===== config.mk =====
export PLATFORM = sky130hd
export DESIGN_NAME = button_conditioner
export DESIGN_NICKNAME = d
export VERILOG_FILES = /design/src/rtl/button_conditioner.sv
export SDC_FILE = /design/constraint.sdc
export NUM_CORES = 1
export LEC_CHECK = 0
export BUFFER_PORTS_ARGS = -buffer_cell sky130_fd_sc_hd__buf_2
export CORE_ASPECT_RATIO = 1.4
export CORE_MARGIN = 2
export CORE_UTILIZATION = 55
export DETAILED_ROUTE_END_ITERATION = 12
export GPL_ROUTABILITY_DRIVEN = 0
export PLACE_DENSITY_LB_ADDON = 0.1
export SLEW_MARGIN = 30
export SYNTH_ARGS = -nofsm -noshare
export SYNTH_HDL_FRONTEND = slang
export SYNTH_SLANG_ARGS = --single-unit

===== constraint.sdc =====
create_clock -name Clk -period 2.6 [get_ports Clk]
set_input_delay 0.26 -clock Clk [delete_from_list [all_inputs] [get_ports Clk]]
set_output_delay 0.26 -clock Clk [all_outputs]
set_load 0.02 [all_outputs]

===== src/rtl/button_conditioner.sv =====
// button_conditioner: multi-channel push-button front end.
// Each channel has a synchroniser, a counter-based debouncer, a clean level,
// one-cycle press/release pulses and an optional auto-repeat.
//
// Ports (top):
//   Clk        in   system clock, rising edge
//   Reset      in   synchronous active-high reset
//   Btn        in   [CHANNELS] raw asynchronous button pins
//   Repeat_En  in   [CHANNELS] per-channel auto-repeat enable
//   Level      out  [CHANNELS] debounced pressed state (1 = pressed)
//   Press      out  [CHANNELS] one-cycle pulse on accepted press or repeat
//   Release    out  [CHANNELS] one-cycle pulse on accepted release
//   Repeat     out  [CHANNELS] marks a Press pulse that is a repeat
//   Any_Press  out  OR of Press

// Per-channel conditioner.
//   i_clk, i_reset : clock / sync active-high reset
//   i_btn          : raw pin
//   i_rep_en       : auto-repeat enable
//   o_level, o_press, o_release, o_repeat : registered outputs
module button_conditioner_ch #(
  parameter int SYNC_STAGES     = 2,
  parameter int DEBOUNCE_CYCLES = 4,
  parameter int ACTIVE_LOW      = 1,
  parameter int REPEAT_DELAY    = 8,
  parameter int REPEAT_PERIOD   = 3
) (
  input  logic i_clk,
  input  logic i_reset,
  input  logic i_btn,
  input  logic i_rep_en,
  output logic o_level,
  output logic o_press,
  output logic o_release,
  output logic o_repeat
);
  localparam int DCW  = $clog2(DEBOUNCE_CYCLES + 1);
  localparam int RMAX = (REPEAT_DELAY > REPEAT_PERIOD) ? REPEAT_DELAY : REPEAT_PERIOD;
  localparam int RCW  = $clog2(RMAX + 1);
  localparam logic [DCW-1:0] DC_LAST = DCW'(DEBOUNCE_CYCLES - 1);
  localparam logic [RCW-1:0] RD_LAST = RCW'(REPEAT_DELAY - 1);
  localparam logic [RCW-1:0] RP_LAST = RCW'(REPEAT_PERIOD - 1);

  logic                   w_pressed;
  logic [SYNC_STAGES-1:0] r_sync;
  logic                   w_s;
  logic [DCW-1:0]         r_dcnt;
  logic                   r_level;
  logic [RCW-1:0]         r_rcnt;
  logic                   r_rep_phase;  // 0: waiting for first repeat, 1: periodic
  logic                   r_press, r_release, r_repeat;
  logic                   w_accept, w_acc_press, w_acc_rel;
  logic                   w_rep_active, w_rep_fire;

  // Normalise so that 1 always means pressed; reset loads the released value.
  assign w_pressed = (ACTIVE_LOW != 0) ? ~i_btn : i_btn;
  assign w_s       = r_sync[SYNC_STAGES-1];

  assign w_accept    = (w_s != r_level) && (r_dcnt == DC_LAST);
  assign w_acc_press = w_accept &  w_s;
  assign w_acc_rel   = w_accept & ~w_s;

  // Repeat timing runs only while held and enabled; a release accepted this
  // edge wins over a repeat that would otherwise fire in the same cycle.
  assign w_rep_active = r_level & i_rep_en;
  assign w_rep_fire   = w_rep_active & ~w_acc_rel &
                        (r_rep_phase ? (r_rcnt == RP_LAST) : (r_rcnt == RD_LAST));

  always_ff @(posedge i_clk) begin
    if (i_reset) begin
      r_sync      <= '0;
      r_dcnt      <= '0;
      r_level     <= 1'b0;
      r_rcnt      <= '0;
      r_rep_phase <= 1'b0;
      r_press     <= 1'b0;
      r_release   <= 1'b0;
      r_repeat    <= 1'b0;
    end else begin
      r_sync <= {r_sync[SYNC_STAGES-2:0], w_pressed};

      if (w_s == r_level) begin
        r_dcnt <= '0;
      end else if (r_dcnt == DC_LAST) begin
        r_level <= w_s;
        r_dcnt  <= '0;
      end else begin
        r_dcnt <= r_dcnt + DCW'(1);
      end

      r_press   <= w_acc_press | w_rep_fire;
      r_release <= w_acc_rel;
      r_repeat  <= w_rep_fire;

      if (!w_rep_active || w_acc_rel) begin
        r_rcnt      <= '0;
        r_rep_phase <= 1'b0;
      end else if (w_rep_fire) begin
        r_rcnt      <= '0;
        r_rep_phase <= 1'b1;
      end else begin
        r_rcnt <= r_rcnt + RCW'(1);
      end
    end
  end

  assign o_level   = r_level;
  assign o_press   = r_press;
  assign o_release = r_release;
  assign o_repeat  = r_repeat;
endmodule

module button_conditioner #(
  parameter int CHANNELS        = 2,
  parameter int SYNC_STAGES     = 2,
  parameter int DEBOUNCE_CYCLES = 4,
  parameter int ACTIVE_LOW      = 1,
  parameter int REPEAT_DELAY    = 8,
  parameter int REPEAT_PERIOD   = 3
) (
  input  logic                Clk,
  input  logic                Reset,
  input  logic [CHANNELS-1:0] Btn,
  input  logic [CHANNELS-1:0] Repeat_En,
  output logic [CHANNELS-1:0] Level,
  output logic [CHANNELS-1:0] Press,
  output logic [CHANNELS-1:0] Release,
  output logic [CHANNELS-1:0] Repeat,
  output logic                Any_Press
);
  for (genvar g = 0; g < CHANNELS; g++) begin : g_ch
    button_conditioner_ch #(
      .SYNC_STAGES    (SYNC_STAGES),
      .DEBOUNCE_CYCLES(DEBOUNCE_CYCLES),
      .ACTIVE_LOW     (ACTIVE_LOW),
      .REPEAT_DELAY   (REPEAT_DELAY),
      .REPEAT_PERIOD  (REPEAT_PERIOD)
    ) u_ch (
      .i_clk    (Clk),
      .i_reset  (Reset),
      .i_btn    (Btn[g]),
      .i_rep_en (Repeat_En[g]),
      .o_level  (Level[g]),
      .o_press  (Press[g]),
      .o_release(Release[g]),
      .o_repeat (Repeat[g])
    );
  end

  assign Any_Press = |Press;
endmodule


* Yosys cells after proc, flatten, opt, wreduce, memory -nomap -nowiden
Cells that the tools add are included. Widths: inputs -> output; s select.
Storage, ports and cells: logic and storage cells 67, input bits 6, bits in registers 28
Operators by class: equality and inequality tests 10, muxes and demuxes 2, bitwise logic cells 20, add/subtract/negate cells 4, reduce and logical (&&, ||, !) cells 15
Operators with widths (number):
- $reduce_or 3->1 | 4
- $and 1x1->1 | 10
- $add 4x1->4 const B | 2
- $eq 4x2->1 const B | 2
- $eq 4x3->1 const B | 2
- $not 1->1 | 8
- $add 3x1->3 const B | 2
- $eq 3x2->1 const B | 2
- $reduce_or 2->1 | 3
- $reduce_and 2->1 | 2
- $eq 1x1->1 | 2
- $logic_and 1x1->1 | 2
- $logic_not 1->1 | 2
- $logic_or 1x1->1 | 2
- $mux 1 | 2
- $ne 1x1->1 | 2
- $or 1x1->1 | 2

* Longest topological paths before layout
depth after elaboration 7, depth in mapped cells 5, depth with buffers taken out 5

* Cells and area by module
A second synthesis with hierarchy kept.
Second synthesis, totals: cell total of the unflattened synthesis 97, area, all modules 1064.8 um^2
Modules (own cells, without submodules):
- button_conditioner_ch | instances 2, cells an instance 48, area an instance 529.3 um^2
- button_conditioner | instances 1, cells an instance 1, area an instance 6.3 um^2

* Worst setup path before layout
No wires, ideal clock.
path type reg-to-reg, start point register g_ch[0].u_ch.r_dcnt[0], end point register g_ch[0].u_ch.r_dcnt[0], setup time 65 ps, buffers on the path 0, path slack 1384 ps, cell stages (with the launch flop) 5, required time 2535 ps, data arrival time 1151 ps, clock period less this slack 1216 ps, cells stage by stage dfxtp_1 -> ha_1 -> ha_1 -> or3_1 -> nor2_1
Between the ends: cells in the longest elaborated chain, start to end 2
RTL lines:
- from (decl) | line 47 | logic [DCW-1:0] r_dcnt;
- from (signal assigned) | line 88 | r_dcnt <= r_dcnt + DCW'(1);
- branches (longest 2 deep; another with $add 3x1->3)
Parallel ways; which one is timed is not known. A chain may end at the register's enable or synchronous reset.

* Worst setup path after layout
start point register g_ch[1].u_ch.r_press, end point output Any_Press
Between the ends: cells in the longest elaborated chain, start to end 1
RTL lines:
- from (decl) | line 51 | logic r_press, r_release, r_repeat;
- from (signal assigned) | line 91 | r_press <= w_acc_press | w_rep_fire;
- $reduce_or 2->1 | line 150 | assign Any_Press = |Press;
- to (decl) | line 129 | output logic Any_Press
No other way between the ends.

==> results.py <==
metrics = {
    "run_status": {
        "status": "completed",
    },
    "run": {
        "cap_violations": 0,
    },
    "clock_network": {
        "cts_setup_buffers": 0,
        "path_clk_slew_ns": 0.13,
        "clkSinkCount": 28,
        "cts.root.buffer_cell": "clkbuf_4",
        "cts_tree": "done",
        "insertion_delay_ns": 0.32,
        "cts.path.max_buffers": 2,
        "h-tree-depth": 1,
        "post_cts_resized": 0,
        "hold_buffers": 0,
        "cts_made_buffers": 3,
    },
    "synthesis": {
        "synth_cells": 106,
        "synth_cell_types": 25,
        "synth.cell_area_sq_um": 1130,
        "syn_avg_cell_area_sq_um": 10.6,
        "ys_warn_count": 0,
        "seq_area_frac_synth_pct": 49.7,
        "synth-seq-cells": 28,
        "syn_nets": 118,
    },
    "grt": {
        "antenna_found_initial": 0,
        "grt_usage_pct": 13.3,
        "grt_max_degree": 15,
        "grt_pass1_wl_mm": 2.46,
        "grt_overflow": 0,
        "grt_pass1_vias": 632,
    },
    "sta": {
        "rsz0062_at_grt": "false",
        "finalHoldViolCount": 0,
        "worst_slack_ns": 1.25,
        "fin_crit_ns": 1.35,
        "clock.fmax_mhz": 739,
        "skew_ns": 0.00121,
        "hold_ws_ns": 0.0650,
        "period_share_pct": 52.1,
        "report.final.slew_viol_count": 0,
        "finalSetupTns_ns": 0,
        "setup_viol": 0,
        "worstMarginPinSlew_ns": 0.236,
        "slew_headroom_pct": 84.0,
    },
    "floorplanning": {
        "die_h_microns": 57.6,
        "pin_count": 15,
        "die_x_microns": 42.3,
        "die-area_sq_um": 2440,
        "num_rows": 19,
        "design.core.area_sq_um": 1950,
        "start_util_pct": 57.9,
    },
    "setup_path": {
        "arrival_ns": 1.09,
        "start_kind": "flip-flop",
        "worstPathRequired_ns": 2.34,
        "worstSetupPathType": "reg -> out",
        "max_stage_delay_ns": 0.34,
        "critPathMaxFanout": 2,
        "end_kind": "output pin",
        "crit_chain": "or2_2, buf_2",
        "crit_slowest_cell": "dfxtp_1",
    },
    "min_path": {
        "hold_class": "in -> reg",
    },
    "placement": {
        "portBuffers": 14,
        "place_inst": 132,
        "place_ws_ns": 1.30,
        "hpwlAfterDp_mm": 1.11,
    },
    "routing": {
        "routed_wl_mm": 1.45,
        "route.detailed.wl_per_inst_microns": 10.8,
        "drc_errors": 0,
        "vias_per_cell": 5.11,
        "ant_nets": 0,
        "dr.pass1.iters": 2,
        "drt_iter0_drc": 2,
        "vias": 690,
    },
    "power_and_ir_drop": {
        "p_sw_uw": 124,
        "power.internal_uw": 494,
        "p_clk_share_pct": 27.7,
        "power_uw": 618,
        "seqPwrFrac_pct": 70.4,
        "swShare_pct": 20.1,
        "p_per_area_nw_per_um2": 522,
        "combinationalPowerShare_pct": 1.9,
        "p_leak_uw": 0.000477,
        "ir_drop_mv": 0.404,
    },
    "cells_and_area": {
        "n_antenna_cell": 0,
        "area_delta_synth_final_pct": 4.88,
        "nNetsFinal": 128,
        "final_cells": 135,
        "drive_gt1_share_pct": 22.8,
    },
}
==> metal layers <==
metal	GRT usage (%)	routed length (microns)	vias to the layer above
met3	2.22	57	5
met5	0	0	-
met2	23.5	681	13
li1	-	-	367
met1	14.1	668	305
met4	9.38	46	0
==> cell usage in the layout (no fill, tap or decap) <==
cell      netlist  final
and3b_1         2      2
mux2i_1         2      2
nor2_1         12     12
o21ba_2         2      2
buf_2           0     14
xor2_1          2      2
clkbuf_4        0      3
nand3_1         2      2
and3_1          2      2
inv_1           4      4
dfxtp_1        28     28
nor3b_1         2      2
nor4bb_1        4      4
or3_1           2      2
a31o_2          2      2
or2_2           1      1
nand3b_1        2      2
nand2b_1        4      4
nor3_1          6      6
a21oi_4         2      2
ha_1            6      6
xnor2_1         4      4
nor2b_1         2      2
or3b_4          2      2
nand2_1         2      2
==> final timing paths <==
kind                                        startpoint                      to  slack [ns]  cells after the start
worst max-delay path              g_ch[1].u_ch.o_press               Any_Press        1.25                      2
worst min-delay path                            Btn[1]  g_ch[1].u_ch.r_sync[0]        0.06                      2
worst max register to register  g_ch[0].u_ch.r_dcnt[0]  g_ch[0].u_ch.r_dcnt[2]        1.28                      4
worst min register to register  g_ch[1].u_ch.r_dcnt[0]  g_ch[1].u_ch.r_dcnt[0]        0.44                      1
==> kinds of logic (layout without fill, tap and decap cells) <==
family                   after synthesis  count (layout)  share of synthesized area, %
AND/OR/NAND/NOR                       45              45                          24.1
flip-flops                            28              28                          49.7
buffers and inverters                 13              21                          6.98
adder cells (fa/ha/maj)                6               6                          6.65
AO/OA/AOI/OAI                          6               6                          6.21
XOR/XNOR                               6               6                          4.66
multiplexers                           2               2                          1.77
==> flip-flops by register name (all words and copies together), names as in the netlist <==
| register | cells |
|---|---|
| g_ch.u_ch.r_dcnt | 6 |
| g_ch.u_ch.o_press | 2 |
| g_ch.u_ch.r_sync | 4 |
| g_ch.u_ch.o_release | 2 |
| g_ch.u_ch.r_rcnt | 8 |
| g_ch.u_ch.o_repeat | 2 |
| g_ch.u_ch.r_rep_phase | 2 |
| g_ch.u_ch.o_level | 2 |
==> layout make-up <==
cell class / count / area, sq um
multi-input combinational: 65 / 489
fill: 176 / 766
timing repair buffer: 14 / 70.1
inverter: 4 / 15.0
sequential: 28 / 561
clock buffer: 3 / 22.5
tap: 21 / 26.3
==> power by group through the flow <==
stage / Sequential, uW / Clock [uW] / Combinational, uW
after global placement: 444 / 0 / 11.5
after detailed placement: 445 / 0 / 11.9
after CTS: 435 / 179 / 12.0
after floorplan: 444 / 0 / 6.93
after global routing: 436 / 190 / 13.2
final: 435 / 171 / 11.6
==> through the flow <==
step / instance area [sq um] / utilization, %
6_report: 1180 / 60.7
5_1_grt: 1180 / 60.7
4_1_cts: 1180 / 60.7
3_5_place_dp: 1160 / 59.6
3_3_place_gp: 1160 / 59.6
2_1_floorplan: 1130 / -
==> synth_stat cells <==
library cell / number / share of area [%]
mux2i_1: 2 / 1.8
and3b_1: 2 / 1.6
nand2_1: 2 / 0.67
or2_2: 1 / 0.55
nor2b_1: 2 / 1.1
nor3_1: 6 / 2.7
nand3_1: 2 / 0.89
nor2_1: 12 / 4.0
nand3b_1: 2 / 1.3
inv_1: 4 / 1.3
and3_1: 2 / 1.1
clkbuf_1: 1 / 0.33
o21ba_2: 2 / 1.8
dfxtp_1: 28 / 50
buf_4: 8 / 5.3
or3b_4: 2 / 2.0
nor4bb_1: 4 / 3.5
or3_1: 2 / 1.1
a21oi_4: 2 / 2.9
xor2_1: 2 / 1.6
a31o_2: 2 / 1.6
ha_1: 6 / 6.7
nor3b_1: 2 / 1.3
xnor2_1: 4 / 3.1
nand2b_1: 4 / 2.2
==> worst max-delay path: cells and delay by family (launching register included) <==
family,cells,cell delay [ns]
flops,1,0.34
simple gates,1,0.28
buf+inv,1,0.16
No activity file was read; power rests on OpenSTA's default activity.
